## src/rtl/instruction_fetch_unit.sv

```systemverilog
// Fetch stage: program counter, req/ack instruction-memory handshake, held
// instruction register with bubble insertion on redirect or when empty.
module instruction_fetch_unit #(
    parameter logic [31:0] RESET_PC = 32'h0000_0000
) (
    input  logic        clk,
    input  logic        rst_n,
    output logic        imem_req,
    output logic [31:0] imem_addr,
    input  logic        imem_ack,
    input  logic [31:0] imem_rdata,
    output logic [31:0] instr,
    output logic [5:0]  opcode,
    output logic [31:0] pc_out,
    output logic [31:0] pc_plus4,
    output logic        instr_valid,
    input  logic        instr_ready,
    input  logic        redirect,
    input  logic [31:0] redirect_target
);

    localparam logic [1:0] IDLE = 2'd0;
    localparam logic [1:0] REQ  = 2'd1;
    localparam logic [1:0] HOLD = 2'd2;
    localparam logic [1:0] DROP = 2'd3;

    localparam logic [31:0] BUBBLE = 32'hFC00_0000;

    logic [1:0]  state_q, state_d;
    logic [31:0] pc_q, pc_d;
    logic [31:0] req_addr_q, req_addr_d;
    logic [31:0] ir_q, ir_d;
    logic [31:0] pc_ir_q, pc_ir_d;
    logic        boot_q, boot_d;
    logic        req_q, req_d;
    logic        valid_q, valid_d;
    logic [31:0] target;

    assign target = redirect_target & ~32'd3;

    always_comb begin
        state_d    = state_q;
        pc_d       = pc_q;
        req_addr_d = req_addr_q;
        ir_d       = ir_q;
        pc_ir_d    = pc_ir_q;
        boot_d     = 1'b1;

        case (state_q)
            IDLE: begin
                // One full IDLE cycle after reset release before the first request.
                if (boot_q) begin
                    state_d = REQ;
                end
            end
            REQ: begin
                if (imem_ack) begin
                    if (redirect) begin
                        pc_d = target;
                    end else begin
                        ir_d    = imem_rdata;
                        pc_ir_d = pc_q;
                        pc_d    = pc_q + 32'd4;
                        state_d = HOLD;
                    end
                end else if (redirect) begin
                    // Outstanding request must keep its address until acked.
                    req_addr_d = pc_q;
                    pc_d       = target;
                    state_d    = DROP;
                end
            end
            DROP: begin
                if (redirect) begin
                    pc_d = target;
                end
                if (imem_ack) begin
                    state_d = REQ;
                end
            end
            HOLD: begin
                if (redirect) begin
                    pc_d    = target;
                    state_d = REQ;
                end else if (instr_ready) begin
                    state_d = REQ;
                end
            end
            default: begin
                state_d = IDLE;
            end
        endcase

        req_d   = (state_d == REQ) || (state_d == DROP);
        valid_d = (state_d == HOLD);
    end

    always_ff @(posedge clk or negedge rst_n) begin
        if (!rst_n) begin
            state_q    <= IDLE;
            pc_q       <= RESET_PC;
            req_addr_q <= RESET_PC;
            ir_q       <= BUBBLE;
            pc_ir_q    <= RESET_PC;
            boot_q     <= 1'b0;
            req_q      <= 1'b0;
            valid_q    <= 1'b0;
        end else begin
            state_q    <= state_d;
            pc_q       <= pc_d;
            req_addr_q <= req_addr_d;
            ir_q       <= ir_d;
            pc_ir_q    <= pc_ir_d;
            boot_q     <= boot_d;
            req_q      <= req_d;
            valid_q    <= valid_d;
        end
    end

    assign imem_req    = req_q;
    assign imem_addr   = (state_q == DROP) ? req_addr_q : pc_q;
    assign instr_valid = valid_q;
    assign instr       = valid_q ? ir_q : BUBBLE;
    assign opcode      = instr[31:26];
    assign pc_out      = pc_ir_q;
    assign pc_plus4    = pc_ir_q + 32'd4;

endmodule
```

## config.mk

```make
export PLATFORM = sky130hd
export DESIGN_NAME = instruction_fetch_unit
export DESIGN_NICKNAME = d
export VERILOG_FILES = /design/src/rtl/instruction_fetch_unit.sv
export SDC_FILE = /design/constraint.sdc
export NUM_CORES = 1
export LEC_CHECK = 0
export ABC_AREA = 0
export BUFFER_PORTS_ARGS = -buffer_cell sky130_fd_sc_hd__buf_2
export CAP_MARGIN = 20
export CORE_ASPECT_RATIO = 1.4
export CORE_MARGIN = 2
export CORE_UTILIZATION = 30
export CTS_CLUSTER_SIZE = 16
export DETAILED_ROUTE_END_ITERATION = 6
export GPL_ROUTABILITY_DRIVEN = 0
export MAX_ROUTING_LAYER = met4
export PLACE_DENSITY = 0.5
export SYNTH_ARGS = -nofsm -noshare
export SYNTH_HDL_FRONTEND = slang
export SYNTH_SLANG_ARGS = --single-unit
```

## constraint.sdc

```tcl
create_clock -name clk -period 3.2 [get_ports clk]
set_input_delay 0.32 -clock clk [delete_from_list [all_inputs] [get_ports clk]]
set_output_delay 0.32 -clock clk [all_outputs]
set_load 0.005 [all_outputs]
```

==> results.sh <==
export IMPL_core_area_sq_um=23370
export IMPL_clockRootBuffer="clkbuf_16"
export IMPL_crit_type="flip-flop to primary output"
export IMPL_area_growth_pct=26.69
export IMPL_crit_path_cell_trace="and4_1 -> nand4_1 -> nor3_1 -> and4_1 -> xor2_1 -> buf_2"
export IMPL_crit_arrival_ns=2.70
export IMPL_cts_buffer_depth=2
export IMPL_crit_buf_inv=1
export IMPL_yosys_area_top_type_share_pct=44.08
export IMPL_drv_slew=0
export IMPL_synth_edf_count=0
export IMPL_postCtsSetupBuffers=0
export IMPL_grt_overflow=0
export IMPL_setup_viol=0
export IMPL_hold_viol_final=0
export IMPL_cp_required_ns=2.88
export IMPL_wl_per_cell_microns=18.90
export IMPL_ys_types=58
export IMPL_ys_seq_elements=132
export IMPL_slew_headroom_pct=34.96
export IMPL_antenna_cells=0
export IMPL_timing_worst_slew_pin_value_ns=0.9682
export IMPL_grt_pass1_wl_microns=33640
export IMPL_grt_max_degree=81
export IMPL_tns_ns=0
export IMPL_period_needed_ns=3.019
export IMPL_grt_pass1_vias=5643
export IMPL_fmax_mhz=331.2
export IMPL_antenna_found_initial=0
export IMPL_cp_slowest_cell="nor3_1"
export IMPL_synth_top_area_cell="dfrtp_1"
export IMPL_avgSynthCellArea_sq_um=10.79
export IMPL_ys_seq_area_share_pct=46.28
export IMPL_fin_skew_ns=0.008618
export IMPL_synth_cells=663
export IMPL_syn_area_sq_um=7153
export IMPL_ff2ff_path_depth=5
export IMPL_synthArstFlopShare_pct=100.0
export IMPL_holdWs_ns=0.1209
export IMPL_die_w_microns=134.5
export IMPL_fp_dieH_microns=186.7
export IMPL_drtPass1Iterations=5
export IMPL_cp_common_cell="and4_1"
export IMPL_power_static_leakage_uw=0.004120
export IMPL_synth_common_cells="mux2_2, dfrtp_1, and2_1, nand2_1, nand3_1"
export IMPL_synthesis_nets=734
export IMPL_fin_util_pct=38.78
export IMPL_path_depth=6
export IMPL_ir_drop_mv=0.4060
export IMPL_ys_flop_type="dfrtp_1"
export IMPL_multi_input_area_sq_um=3553
export IMPL_max_cap_viol_count=0
export IMPL_via_count=5871
export IMPL_cts_clk_slew_worst_paths_ns=0.06
export IMPL_drive_gt1_share_pct=45.65
export IMPL_fillers=2346
export IMPL_path_delay_family="simple AND/OR/NAND/NOR gates"
export IMPL_place_port_buffers=202
export IMPL_grt_util_all_layers_pct=18.20
export IMPL_fin_nets=921
export IMPL_cts_sinks=132
export IMPL_power_density_nw_per_um2=824.0
export IMPL_holdPathStages=2
export IMPL_ys_warn_count=0
export IMPL_sequential_cell_area_sq_um=3311
export IMPL_fin_crit_sh_pct=94.35
export IMPL_place_hpwl_microns=15900
export IMPL_ios=205
export IMPL_antenna_left=0
export IMPL_worstSetupEndpointType="primary output"
export IMPL_critPathMaxStageDelay_ns=0.80
export IMPL_start_util_pct=30.61
export IMPL_insertion_delay_ns=0.43
export IMPL_start_kind="flip-flop"
export IMPL_remaining_drc_errors=0
export IMPL_numCtsBuffers=17
export IMPL_totalWireLength_microns=22090
export IMPL_cts_max_level=4
export IMPL_status="finished, final reports clean"
export IMPL_synthTopCellsByArea="dfrtp_1, mux2_2, and2_1"
export IMPL_first_iter_violations=336
export IMPL_synth_most_common_cell="mux2_2"
export IMPL_rsz0062_at_grt="false"
export IMPL_hold_path_class="input pin to flip-flop"
export IMPL_rows=66
export IMPL_crit_path_max_fanout=7
export IMPL_drt_vias_per_instance=5.022
export IMPL_cts_tree="yes"
export IMPL_die_area_sq_um=25110
## worst reg2reg max path, stage by stage, from the launching register on
cell and delay, ns:
dfrtp_1 0.55, nand4_1 0.30, nor4_4 0.57, nand2_2 0.13, or4_1 0.50, nand3_1 0.09
## through the flow
step	total power [uW]	worst slack [ns]	std cells	area, sq um
after floorplan	4354	1.266	663	7153
after global placement	5581	0.6264	1136	8481
after global routing	7955	0.03553	1169	9062
final	7467	0.1808	1169	9062
after detailed placement	5641	0.5935	1136	8481
after CTS	7588	0.1255	1169	9062
## cells by family after synthesis
kind of cell             Yosys count  synth area share [%]
AO/OA/AOI/OAI                     90                 8.221
adder cells (fa/ha/maj)            2                0.3498
AND/OR/NAND/NOR                  208                 16.20
buffers and inverters             66                 4.216
XOR/XNOR                          28                 3.428
other                              1               0.05242
flip-flops                       132                 46.28
multiplexers                     136                 21.25
## what timing repair did
action | 4_1_cts | 5_1_grt
hold buffers | 1 | 0
endpoints found under the hold margin | 60 | 0
endpoints found under the setup margin | 0 | 0
resized for setup | 0 | 0
## report_power, final
part,switching (uW),internal [uW]
Combinational,1100,1390
Sequential,717,2350
Clock,728,1180
Total,2550,4920
## final timing paths
check	slack [ns]	from	to
min	0.12	imem_rdata[24]	ir_q[24]
min reg2reg	0.50	ir_q[4]	ir_q[4]
min in group asynchronous	0.50	rst_n	req_addr_q[7]
max reg2reg	0.98	pc_q[6]	pc_q[28]
max in group asynchronous	1.87	rst_n	req_addr_q[25]
max	0.18	pc_out[9]	pc_plus4[22]
## registers in the layout, indices dropped and copies added (netlist names)
| name | count |
|---|---|
| instr_valid | 1 |
| boot_q | 1 |
| pc_q | 32 |
| pc_out | 32 |
| ir_q | 32 |
| req_addr_q | 32 |
| state_q | 2 |
## cells in the final DEF, fill, tap and decap left out, drive strengths merged, types with 16 or more instances in the layout
cell type  instances
and2              34
xnor2             16
buf              222
mux2             127
a21oi             25
nand2             35
nand4             17
nor2              29
clkbuf            23
nand3             34
dfrtp            126
o21ai             19
## routing by layer
metal / track usage, % / up-vias / wire length, microns
met3: 3.830 / 29 / 1021
met2: 30.04 / 183 / 11360
met4: 6.923 / 0 / 441
li1: - / 2773 / -
met1: 21.70 / 2886 / 9274
met5: - / - / 0
## final cells by class
type / count / share of cell area [%]
clock inverter: 9 / 1.146
timing repair buffer: 223 / 13.27
clock buffer: 23 / 5.164
tap: 306 / 4.225
multi-input combinational: 465 / 39.21
inverter: 11 / 0.4556
sequential: 132 / 36.53
Power figures use the tool's default switching activity.
